===== config.mk =====
export PLATFORM = sky130hd
export DESIGN_NAME = serial_alu
export DESIGN_NICKNAME = d
export VERILOG_FILES = /design/src/rtl/serial_alu.sv
export SDC_FILE = /design/constraint.sdc
export NUM_CORES = 1
export LEC_CHECK = 0
export CORE_MARGIN = 2
export CORE_UTILIZATION = 35
export DETAILED_ROUTE_END_ITERATION = 8
export PLACE_DENSITY = 0.7
export SETUP_SLACK_MARGIN = 0.05
export SLEW_MARGIN = 20
export SYNTH_ARGS = -nofsm -noshare
export SYNTH_HDL_FRONTEND = slang
export SYNTH_SLANG_ARGS = --single-unit

===== constraint.sdc =====
create_clock -name clk -period 5.7 [get_ports clk]
set_input_delay 1.14 -clock clk [delete_from_list [all_inputs] [get_ports clk]]
set_output_delay 1.14 -clock clk [all_outputs]
set_load 0.01 [all_outputs]

===== src/rtl/serial_alu.sv =====
// serial_alu: bit-serial ALU (and / add / or / xor), one result bit per clock,
// LSB first. A completed operation is flagged by a one-cycle valid pulse.
// Optional build macro SERIAL_ALU_FLAGS_EN adds registered zero and ovf flags.
module serial_alu #(
    parameter int WIDTH = 8
) (
    input  logic             clk,
    input  logic             reset,
    input  logic             start,
    input  logic [WIDTH-1:0] inA,
    input  logic [WIDTH-1:0] inB,
    input  logic             cin,
    input  logic             s1,
    input  logic             s0,
    output logic             busy,
    output logic             valid,
    output logic [WIDTH-1:0] result,
    output logic             cout
`ifdef SERIAL_ALU_FLAGS_EN
    ,
    output logic             zero,
    output logic             ovf
`endif
);

    localparam int CNT_W = (WIDTH > 2) ? $clog2(WIDTH) : 1;
    localparam logic [CNT_W-1:0] LAST_BIT = CNT_W'(WIDTH - 1);
    localparam logic [1:0] OP_ADD = 2'b01;
    localparam logic [1:0] OP_OR  = 2'b10;
    localparam logic [1:0] OP_XOR = 2'b11;

    typedef enum logic [1:0] {
        IDLE = 2'd0,
        RUN  = 2'd1,
        DONE = 2'd2
    } state_t;

    state_t             state_q, state_d;
    logic [WIDTH-1:0]   a_q, a_d;
    logic [WIDTH-1:0]   b_q, b_d;
    logic [1:0]         op_q, op_d;
    logic [CNT_W-1:0]   cnt_q, cnt_d;
    logic               carry_q, carry_d;
    logic [WIDTH-1:0]   result_q, result_d;
    logic               cout_q, cout_d;
`ifdef SERIAL_ALU_FLAGS_EN
    logic               zero_q, zero_d;
    logic               ovf_q, ovf_d;
`endif

    logic               bit_a;
    logic               bit_b;
    logic               bit_r;
    logic               carry_nx;

    function automatic logic fa_sum(input logic a, input logic b, input logic c);
        return a ^ b ^ c;
    endfunction

    function automatic logic fa_carry(input logic a, input logic b, input logic c);
        return (a & b) | (a & c) | (b & c);
    endfunction

    // Next-state logic: accept a request in IDLE, shift one bit per RUN cycle, pulse DONE.
    always_comb begin
        state_d  = state_q;
        a_d      = a_q;
        b_d      = b_q;
        op_d     = op_q;
        cnt_d    = cnt_q;
        carry_d  = carry_q;
        result_d = result_q;
        cout_d   = cout_q;
`ifdef SERIAL_ALU_FLAGS_EN
        zero_d   = zero_q;
        ovf_d    = ovf_q;
`endif
        bit_a    = a_q[cnt_q];
        bit_b    = b_q[cnt_q];
        carry_nx = fa_carry(bit_a, bit_b, carry_q);
        case (op_q)
            OP_ADD:  bit_r = fa_sum(bit_a, bit_b, carry_q);
            OP_OR:   bit_r = bit_a | bit_b;
            OP_XOR:  bit_r = bit_a ^ bit_b;
            default: bit_r = bit_a & bit_b;
        endcase

        case (state_q)
            IDLE: begin
                if (start) begin
                    a_d     = inA;
                    b_d     = inB;
                    op_d    = {s1, s0};
                    cnt_d   = '0;
                    // Only add ever sees a carry; logic ops keep it parked at 0.
                    carry_d = ({s1, s0} == OP_ADD) ? cin : 1'b0;
                    state_d = RUN;
                end
            end
            RUN: begin
                result_d[cnt_q] = bit_r;
                carry_d = (op_q == OP_ADD) ? carry_nx : 1'b0;
                if (cnt_q == LAST_BIT) begin
                    state_d = DONE;
                    cout_d  = (op_q == OP_ADD) ? carry_nx : 1'b0;
`ifdef SERIAL_ALU_FLAGS_EN
                    zero_d  = (result_d == '0);
                    // Signed overflow: carry into the MSB differs from carry out of it.
                    ovf_d   = (op_q == OP_ADD) ? (carry_q ^ carry_nx) : 1'b0;
`endif
                end else begin
                    cnt_d = cnt_q + 1'b1;
                end
            end
            DONE: begin
                state_d = IDLE;
            end
            default: begin
                state_d = IDLE;
            end
        endcase
    end

    // Control and result registers, cleared by reset.
    always_ff @(posedge clk) begin
        if (reset) begin
            state_q  <= IDLE;
            cnt_q    <= '0;
            carry_q  <= 1'b0;
            result_q <= '0;
            cout_q   <= 1'b0;
`ifdef SERIAL_ALU_FLAGS_EN
            zero_q   <= 1'b0;
            ovf_q    <= 1'b0;
`endif
        end else begin
            state_q  <= state_d;
            cnt_q    <= cnt_d;
            carry_q  <= carry_d;
            result_q <= result_d;
            cout_q   <= cout_d;
`ifdef SERIAL_ALU_FLAGS_EN
            zero_q   <= zero_d;
            ovf_q    <= ovf_d;
`endif
        end
    end

    // Latched operands and select; only meaningful while RUN, so no reset needed.
    always_ff @(posedge clk) begin
        a_q  <= a_d;
        b_q  <= b_d;
        op_q <= op_d;
    end

    assign busy   = (state_q != IDLE);
    assign valid  = (state_q == DONE);
    assign result = result_q;
    assign cout   = cout_q;
`ifdef SERIAL_ALU_FLAGS_EN
    assign zero   = zero_q;
    assign ovf    = ovf_q;
`endif

endmodule


==> key figures, run 1 <==
Power
  • PD cells: 285 nW/um^2
  • Clock share of power: 41.0%
  • Switching power: 0.114 mW
  • Combinational share of power: 10.1%
  • Sw Share: 20.7%
  • Worst vdd ir: roughly 200 uV
  • Internal power: between 0.4 and 0.5 mW
  • P_leak: 0.716 nW
  • Share of power burned in registers: 48.9%

CTS
  • Clk buf depth: 2
  • Clock latency at the later pin of the worst-skew pair: 290 ps
  • Clock tree sinks: 33
  • Hold Buf Count CTS: 0
  • Clock transition at the registers of the reported paths: 70 ps
  • CTS root buf: clkbuf_8
  • Post-CTS Setup Bufs: 0
  • CTS tree: yes
  • Post-CTS resize count: 0
  • H-Tree Depth: 2
  • Total CTS buffers: 5

Layout
  • Finished Core Util: 48.4%
  • Area Overhead vs Synth: 33.1%
  • Layout cell share with drive strength beyond 1: about 12%
  • NumNets Final: 171
  • Storage cell area: 841 sq um
  • Fill count: 338
  • Diodes inserted: 0
  • Area of the multi-input gates: 569 sq um

Synth
  • Adder-cell share of the synthesized area: 4.82%
  • Largest area contributor in the netlist: edfxtp_1
  • Netlist Area Pre-Place: between 1000 and 1500 sq um
  • Synth Flop Type: edfxtp_1
  • Ys Warns: 0
  • Post-synthesis compound-gate area fraction: 3.01%
  • Synth top area share: 37.2%
  • Synth cell types: 33
  • Synth Area in Simple Gates: 14.3%
  • Syn_nets: between 100 and 150
  • Synth async-reset ratio: 0%
  • Largest family of logic cells by synthesized area: multiplexers
  • FF+latch count, synth: 33
  • Synth cell count leaders: 18 x edfxtp_1, 15 x dfxtp_1, 15 x nor2_1
  • Synth Area in XOR/XNOR: 0%
  • EDFF count, synth: 18
  • Mux cell area share after synthesis: 17.0%
  • Top cells by area, synth: edfxtp_1 37%, dfxtp_1 21%, mux2i_1 5.5%, mux4_2 4.6%, nor2_1 3.9%
  • Mean Syn Cell Area: roughly 13 sq um
  • Post-Syn Instances: 108
  • Sequential area share after synthesis: between 50% and 60%
  • Most instantiated library cell after synthesis: edfxtp_1

Timing
  • RSZ-0062 raised after global routing: false
  • Tmin final: 2940 ps
  • Max Fclk: 340 MHz
  • Setup violators final: 0
  • Max Clock Skew: 4.76 ps
  • Final hold viol count: 0
  • Setup TNS: 0 ps
  • Slew HR: between 60% and 70%
  • Actual slew at the worst max-slew pin: 522 ps
  • Slew Limit Fails: 0
  • Crit share post-route: 51.5%

Placed design
  • Post-DP HPWL: between 1.5 and 2 mm
  • Gpl congestion: 0.740
  • IO Port Bufs: 32

Critical path
  • CP max stage delay: 640 ps
  • Req. time, crit path: 5860 ps
  • Crit path max fanout: 14
  • Slowest cell on crit path: mux4_1
  • Critical Path AT: 3100 ps
  • Worst path cell trace: mux4_1 -> mux2i_2 -> inv_2 -> fa_1 -> mux4_2 -> mux2i_1 -> nor2_1
  • Kind of critical path: flop to flop
  • Crit. End Element: flop
  • Startpoint type of the worst setup path: flop

GRT
  • Gr usage total: about 14%
  • Vias in the first global route: between 900 and 1k
  • First-pass GRT wire length: roughly 4.5 mm
  • Largest net degree at the start of global routing: 19
  • Total grt overflow: 0
  • Initial antenna violation count: 0

Routing
  • Vias per std cell: 4.81
  • Starting DRC count in detailed routing: 49
  • Final WL: between 2 and 3 mm
  • Wire length per cell: around 14 microns
  • TritonRoute pass-1 iters: 4
  • DRC viols: 0
  • ANT nets after route: 0
  • Vias: 937

Die
  • Cell Rows: 23
  • Chip width: 68.5 microns
  • Initial core utilization: 36.3%
  • DIE AREA: roughly 4700 sq um
  • Core ar.: 4000 sq um
  • Die H: ~68 microns
  • IO Count: 33

Run
  • Max Cap Viol: 0

Outcome
  • Status: completed

Hold path
  • HP Class: flop to flop
metal layers:
metal,GRT usage [%],up-vias,wire (microns)
met5,0,-,0
met4,7.50,0,76
met3,5.26,8,148
met2,21.3,33,1300
met1,16.4,434,1110
li1,-,462,-
registers in the layout, summed over array words and instances, names as in the netlist:
| register | count |
|---|---|
| b_q | 8 |
| cnt_q | 3 |
| a_q | 8 |
| state_q | 2 |
| cout | 1 |
| result | 8 |
| op_q | 2 |
| carry_q | 1 |
cell families after synthesis:
family	Yosys count
buf+inv	9
simple gates	38
compound gates	7
flops	33
fa+ha+maj	5
mux	16
stage by stage:
| stage | setup slack (ps) | hold WS [ps] | power (mW) | instance area (sq um) | std cells |
|---|---|---|---|---|---|
| 6_report | 2760 | 457 | 0.551 | 1940 | 195 |
| 5_1_grt | 2600 | 499 | 0.576 | 1940 | 195 |
| 4_1_cts | 2710 | 459 | 0.559 | 1940 | 195 |
| 3_5_place_dp | 2730 | 450 | 0.332 | 1820 | 187 |
| 3_3_place_gp | 2880 | 448 | 0.328 | 1820 | 187 |
| 2_1_floorplan | 3220 | 474 | 0.305 | 1450 | 108 |
worst paths after layout:
path                   from        end  slack (ps)  cells after the start
setup / recovery   cnt_q[1]  result[2]        2760                      7
hold / removal    result[0]  result[0]         460                      2
setup reg to reg   cnt_q[1]  result[2]        2760                      7
hold reg to reg   result[0]  result[0]         460                      2
placed cells by master, fill, tap and decap left out, types with 2 or more instances in the layout:
cell type	instances
clkdlybuf4s50_1	32
edfxtp_1	18
nor2_1	15
dfxtp_1	15
mux2i_1	8
clkbuf_8	6
nand2_1	4
nand3b_1	4
ha_1	4
mux4_2	3
inv_1	3
a21oi_1	3
mux4_1	2
inv_2	2
nand2b_1	2
nor4bb_1	2
nand3_1	2
nor3_1	2
nor3b_1	2
critical path: cells and delay by family (launching register included):
| family | cells | cell delay, ps |
|---|---|---|
| simple gates | 1 | 70 |
| mux | 4 | 1580 |
| fa+ha+maj | 1 | 460 |
| buf+inv | 1 | 70 |
| flops | 1 | 620 |
layout make-up:
class | count | area share, %
clock buffer | 7 | 4.46
clock inverter | 1 | 1.55
inverter | 5 | 0.970
multi-input combinational | 66 | 29.4
sequential | 33 | 43.4
tap | 50 | 3.23
timing repair buffer | 33 | 16.9
power groups by stage:
stage / clock, mW / sequential [mW] / combinational (mW)
finish: 0.226 / 0.270 / 0.0555
detailed placement: 0 / 0.275 / 0.0564
floorplan: 0 / 0.272 / 0.0323
global route: 0.242 / 0.271 / 0.0625
CTS: 0.232 / 0.270 / 0.0566
global placement: 0 / 0.275 / 0.0533
Note: power is estimated with default switching activity, not from simulation.
==> inputs of run 2 (changes only) <==
--- a/config.mk
+++ b/config.mk
@@ -8,7 +8,7 @@
 export CORE_MARGIN = 2
 export CORE_UTILIZATION = 35
 export DETAILED_ROUTE_END_ITERATION = 8
-export PLACE_DENSITY = 0.7
+export PLACE_DENSITY = 0.72
 export SETUP_SLACK_MARGIN = 0.05
 export SLEW_MARGIN = 20
 export SYNTH_ARGS = -nofsm -noshare
==> constraint.sdc (replaced) <==
create_clock -name clk -period 2.5 [get_ports clk]
set_input_delay 0.5 -clock clk [delete_from_list [all_inputs] [get_ports clk]]
set_output_delay 0.5 -clock clk [all_outputs]
set_load 0.01 [all_outputs]
==> key figures, run 2 (synthesis results as in run 1) <==
Critical path
  • Crit. End Element: flop
  • Req. time, crit path: 2640 ps (-3220 ps)
  • Critical Path AT: 2680 ps (-420 ps)
  • Crit path max fanout: 8 (-6)
  • Kind of critical path: flop to flop
  • Startpoint type of the worst setup path: flop

Routing
  • Final WL: 2.90 mm (+10%)
  • Starting DRC count in detailed routing: 54 (+10%)
  • Wire length per cell: 14.4 microns (+6.8%)
  • Vias: 996 (+6.3%)
  • TritonRoute pass-1 iters: 4 (unchanged)
  • ANT nets after route: 0 (unchanged)
  • Vias per std cell: 4.96 (+3.1%)
  • DRC viols: 0 (unchanged)

Layout
  • Diodes inserted: 0 (unchanged)
  • NumNets Final: 177 (+3.5%)
  • Area Overhead vs Synth: 36.7%
  • Layout cell share with drive strength beyond 1: 18.5% (+6.1 points)
  • Commonest cells after routing, fill and taps aside: 32 x clkdlybuf4s50_1, 18 x edfxtp_1, 15 x nor2_1
  • Most common cell after layout, fill and taps aside: clkdlybuf4s50_1

Power
  • P_leak: 0.736 nW (+2.8%)
  • PD cells: 627 nW/um^2 (+120%)
  • Worst vdd ir: 360 uV (+84%)

CTS
  • H-Tree Depth: 2 (unchanged)
  • Clk buf depth: 2 (unchanged)
  • CTS tree: yes
  • Clock latency at the later pin of the worst-skew pair: 290 ps (about the same)
  • CTS root buf: clkbuf_8
  • Clock transition at the registers of the reported paths: 70 ps (about the same)
  • Hold Buf Count CTS: 0 (unchanged)
  • Clock tree sinks: 33 (unchanged)
  • Total CTS buffers: 5 (unchanged)

GRT
  • Gr usage total: 14.6% (+0.86 points)
  • Vias in the first global route: 1037 (+7.1%)
  • Largest net degree at the start of global routing: 19 (unchanged)
  • First-pass GRT wire length: 4.70 mm (+4.1%)
  • Initial antenna violation count: 0 (unchanged)
  • Total grt overflow: 0 (unchanged)

Die
  • DIE AREA: 4690 sq um (unchanged)
  • Chip width: 68.5 microns (unchanged)
  • Die H: 68.5 microns (unchanged)
  • Initial core utilization: 36.3% (unchanged)
  • IO Count: 33 (unchanged)
  • Core ar.: 4000 sq um (unchanged)
  • Cell Rows: 23 (unchanged)

Timing
  • RSZ-0062 raised after global routing: true
  • Crit share post-route: 102% (+50 points)
  • Max Clock Skew: 7.10 ps (+2.34 ps)
  • Tmin final: 2550 ps (-393 ps)
  • Setup violators final: 1 (+1)
  • Actual slew at the worst max-slew pin: 546 ps (+23.5 ps)
  • Hold Slack: 468 ps (+10.8 ps)
  • Slew Limit Fails: 0 (unchanged)
  • Slew HR: 63.5% (-1.6 points)
  • Max Fclk: 393 MHz (+15%)
  • Final hold viol count: 0 (unchanged)
  • Worst setup margin: -45.1 ps (-2810 ps)

Outcome
  • Status: finished with violations
  • Failing checks: setup timing

Placed design
  • Gpl congestion: 0.790 (+6.7%)
  • IO Port Bufs: 32 (unchanged)
  • Post-DP HPWL: 2.07 mm (+4.3%)
  • Post-place setup slack: -101 ps (-2830 ps)

Run
  • Max Cap Viol: 0 (unchanged)

Hold path
  • HP Class: flop to flop
-- run 2: cell count changes in the layout (fill, tap and decap cells not counted) --
cell,delta
buf_4,+5
buf_6,+1
clkbuf_1,-1
clkbuf_8,-1
clkinv_1,+1
clkinvlp_4,+1
dfxtp_1,-2
dfxtp_4,+2
mux2i_2,-1
mux2i_4,+1
mux4_1,-2
mux4_2,+2
-- run 2: repair_timing --
item / 4_1_cts / 5_1_grt
pin swaps: 1 / 0
setup endpoints to repair: 8 / 8
buffers inserted: 0 / 1
cloned: 0 / 0
gates resized for setup: 5 / 2
-- run 2: power breakdown --
part	leakage [nW]	total (mW)	switching [mW]	internal, mW
sequential	0.295	0.612	0.0129	0.599
clock	0.0518	0.491	0.198	0.293
combinational	0.389	0.143	0.0621	0.0809
total	0.736	1.25	0.273	0.973
-- run 2: layout make-up --
type / instances / area (sq um)
fillers: 347 / 2010
flip-flops and latches: 33 / 848
multi-input cells: 66 / 571
repair buffers: 39 / 377
clock buffers: 5 / 68.8
well taps: 50 / 62.6
clock inverters: 3 / 41.3
inverters: 5 / 18.8
-- run 2: final timing paths --
check	cells past startpoint	to	from	slack (ps)
max reg2reg	7	result[5]	cnt_q[1]	-50
min reg2reg	2	result[0]	result[0]	470
min	2	result[0]	result[0]	470
max	7	result[5]	cnt_q[1]	-50
-- run 2: critical path, cell delays in order (launching register included) --
cell and delay (ps):
dfxtp_4 380, mux4_2 540, mux2i_4 180, inv_2 60
fa_1 420, mux4_2 560, mux2i_1 180, nor2_1 80
-- run 2: per-stage QoR --
stage                     util (%)  area (sq um)  power (mW)  TNS [ps]  instances
after CTS                     49.2          1970        1.25      -101        200
after detailed placement      46.4          1860       0.763      -554        192
after global placement        46.4          1860       0.756         0        192
final                         49.7          1990        1.25     -45.1        201
after floorplan                  -          1460       0.695         0        108
after global routing          49.7          1990        1.30      -764        201
-- run 2: layer usage --
layer / GRT usage (%) / wire, microns / vias up
met4: 7.25 / 65 / 0
met5: 0 / 0 / -
met1: 15.9 / 1120 / 483
li1: - / - / 476
met2: 24.8 / 1550 / 32
met3: 5.59 / 165 / 5
==> inputs of run 3 (changes only) <==
--- a/config.mk
+++ b/config.mk
@@ -5,6 +5,7 @@
 export SDC_FILE = /design/constraint.sdc
 export NUM_CORES = 1
 export LEC_CHECK = 0
+export ABC_AREA = 1
 export CORE_MARGIN = 2
 export CORE_UTILIZATION = 35
 export DETAILED_ROUTE_END_ITERATION = 8
==> key figures, run 3 <==
Outcome
  • Status: completed

Timing
  • Tmin final: 2190 ps (-356 ps)
  • RSZ-0062 raised after global routing: false
  • Slew HR: 81.1% (+18 points)
  • Max Clock Skew: 3.72 ps (-3.38 ps)
  • Final hold viol count: 0 (unchanged)
  • Crit share post-route: 87.5% (-14 points)
  • Max Fclk: 457 MHz (+16%)
  • Setup violators final: 0 (-1)
  • Actual slew at the worst max-slew pin: 281 ps (-265 ps)
  • Slew Limit Fails: 0 (unchanged)
  • Setup TNS: 0 ps (+45.1 ps)
  • Hold Slack: 497 ps (+29.1 ps)
  • Worst setup margin: 311 ps (+356 ps)

Power
  • Worst vdd ir: 300 uV (-17%)
  • Switching power: 0.313 mW (+15%)
  • Share of power burned in registers: 46.9% (-2.2 points)
  • P_leak: 0.906 nW (+23%)
  • PD cells: 638 nW/um^2 (+1.8%)
  • Combinational share of power: 14.5% (+3.0 points)
  • Sw Share: 23.7% (+1.7 points)
  • Overall Power: 1.32 mW (+6.3%)
  • Clock share of power: 38.6% (-0.8 points)
  • Internal power: 1.01 mW (+3.9%)

CTS
  • Clock transition at the registers of the reported paths: 60 ps (about the same)
  • Clk buf depth: 2 (unchanged)
  • Hold Buf Count CTS: 0 (unchanged)
  • Total CTS buffers: 5 (unchanged)
  • Clock tree sinks: 33 (unchanged)
  • CTS root buf: clkbuf_8
  • Post-CTS resize count: 0 (-5)
  • H-Tree Depth: 2 (unchanged)
  • Post-CTS Setup Bufs: 0 (unchanged)
  • Clock latency at the later pin of the worst-skew pair: 280 ps (about the same)
  • CTS tree: yes

Placed design
  • Post-DP HPWL: 2.29 mm (+10%)
  • Post-place setup slack: 317 ps (+418 ps)
  • Gpl congestion: 0.872 (+10%)
  • IO Port Bufs: 32 (unchanged)
  • Area after DPL: 1950 sq um (+5.2%)
  • DP Cell Count: 276 (+44%)

Critical path
  • Kind of critical path: flop to flop
  • Req. time, crit path: 2710 ps (+70 ps)
  • Crit path max fanout: 8 (unchanged)
  • RR Startpoint: cnt_q[0]
  • R2R Path End: result[3]
  • Crit. End Element: flop
  • Critical Path AT: 2400 ps (-280 ps)
  • Startpoint type of the worst setup path: flop
  • Reg2Reg Setup Slack: 310 ps (+360 ps)
  • Worst reg2reg path depth: 10 (+3)

Synth
  • Most instantiated library cell after synthesis: nor2_1
  • Top cells by area, synth: edfxtp_1 35%, dfxtp_1 19%, nor2_1 11%, nand2_1 9.9%, inv_1 6.3%
  • Ys Warns: 0 (unchanged)
  • Mux cell area share after synthesis: 0% (-17 points)
  • Netlist Area Pre-Place: 1560 sq um (+7.4%)
  • Post-synthesis compound-gate area fraction: 6.09% (+3.1 points)
  • FF+latch count, synth: 33 (unchanged)
  • Synth Area in XOR/XNOR: 0% (unchanged)
  • Post-Syn Instances: 191 (+77%)
  • Synth cell types: 20 (-39%)
  • Synth Area in Simple Gates: 27.6% (+13 points)
  • Sequential area share after synthesis: 53.8% (-4.0 points)
  • Mean Syn Cell Area: 8.18 sq um (-39%)
  • Largest family of logic cells by synthesized area: simple AND/OR/NAND/NOR gates
  • Adder-cell share of the synthesized area: 4.49% (-0.33 points)
  • Largest area contributor in the netlist: edfxtp_1
  • EDFF count, synth: 18 (unchanged)
  • Synth top area share: 34.6% (-2.6 points)
  • Syn_nets: 218 (+61%)
  • Synth cell count leaders: 45 x nor2_1, 41 x nand2_1, 26 x inv_1
  • Synth async-reset ratio: 0% (unchanged)
  • Synth Flop Type: edfxtp_1

Die
  • Core ar.: 4320 sq um (+8.1%)
  • Initial core utilization: 36.1% (-0.24 points)
  • IO Count: 33 (unchanged)
  • Die H: 70.8 microns (+3.4%)
  • Cell Rows: 24 (+4.3%)
  • Chip width: 70.8 microns (+3.4%)
  • DIE AREA: 5010 sq um (+7.0%)

Routing
  • Wire length per cell: 10.4 microns (-28%)
  • DRC viols: 0 (unchanged)
  • Vias: 1290 (+30%)
  • ANT nets after route: 0 (unchanged)
  • Final WL: 2.94 mm (+1.4%)
  • TritonRoute pass-1 iters: 4 (unchanged)
  • Starting DRC count in detailed routing: 65 (+20%)
  • Vias per std cell: 4.54 (-8.3%)

Layout
  • Cell Count, Final, Fillers Out: 284 (+41%)
  • NumNets Final: 258 (+46%)
  • Commonest cells after routing, fill and taps aside: 45 x nor2_1, 41 x nand2_1, 32 x clkdlybuf4s50_1
  • Layout cell share with drive strength beyond 1: 7.33% (-11 points)
  • Finished Core Util: 48.0% (-1.7 points)
  • Fill count: 454 (+31%)
  • Most common cell after layout, fill and taps aside: nor2_1
  • Storage cell area: 841 sq um (-0.89%)
  • Diodes inserted: 0 (unchanged)
  • Post-Layout Inst Area: 2070 sq um (+4.4%)
  • Area of the multi-input gates: 597 sq um (+4.6%)
  • Area Overhead vs Synth: 32.9%

Run
  • Max Cap Viol: 0 (unchanged)

Hold path
  • Hold Crit Endpoint: cout
  • WHS Path Cells: 2 (unchanged)
  • Min-delay src: cout
  • HP Class: flop to flop

GRT
  • Total grt overflow: 0 (unchanged)
  • Largest net degree at the start of global routing: 21 (+2)
  • Vias in the first global route: 1177 (+14%)
  • Gr usage total: 12.8% (-1.8 points)
  • Initial antenna violation count: 0 (unchanged)
  • First-pass GRT wire length: 5.09 mm (+8.4%)
## run 3: cell types whose count changed in the layout (fill, tap and decap cells not counted), sizes merged, moves of 5 or more
cell and delta:
mux4 -5, nor2 +33, mux2i -10, inv +23
nand3 +10, o21ai +7, nand2 +38
## run 3: worst max-delay path, cell delays in order, from the launching register on
cell and delay [ps]:
dfxtp_1 450, inv_1 170, o21ai_0 260, nand4_1 180, fa_1 530, nand3_1 70
nand2_1 80, inv_1 60, nand2_1 160, nor2_1 60, nor2_1 100
## run 3: final cells by class
class | count | area share, %
clock buffer | 6 | 3.98
clock inverter | 2 | 1.81
inverter | 29 | 5.25
multi-input combinational | 127 | 28.8
sequential | 33 | 40.5
tap | 52 | 3.14
timing repair buffer | 35 | 16.5
## run 3: cells by family after synthesis
kind of cell               count (synthesis)
AOI/OAI and AO/OA                         17
adders and majority gates                  5
buffers and inverters                     31
DFF                                       33
and+or+nand+nor                          105
## run 3: worst max path at each step
stage	startpoint	cells after the start	slack, ps	endpoint
floorplan	cnt_q[0]	13	500	result[3]
global placement	cnt_q[2]	12	380	result[3]
detailed placement	cnt_q[0]	10	320	result[3]
CTS	cnt_q[0]	10	300	result[3]
global route	cnt_q[0]	10	60	result[3]
finish	cnt_q[0]	10	310	result[3]
## run 3: power groups by stage
| stage | logic (mW) | registers, mW | clock network (mW) |
|---|---|---|---|
| CTS | 0.193 | 0.621 | 0.530 |
| finish | 0.192 | 0.621 | 0.512 |
| floorplan | 0.119 | 0.628 | 0 |
| global placement | 0.189 | 0.632 | 0 |
| detailed placement | 0.193 | 0.633 | 0 |
| global route | 0.221 | 0.623 | 0.555 |
## run 3: metal layers
| metal | vias up | track usage, % | routed length, microns |
|---|---|---|---|
| met1 | 579 | 15.6 | 1360 |
| met3 | 2 | 3.42 | 126 |
| met5 | - | 0 | 0 |
| li1 | 684 | - | - |
| met2 | 25 | 21.8 | 1440 |
| met4 | 0 | 4.40 | 17 |
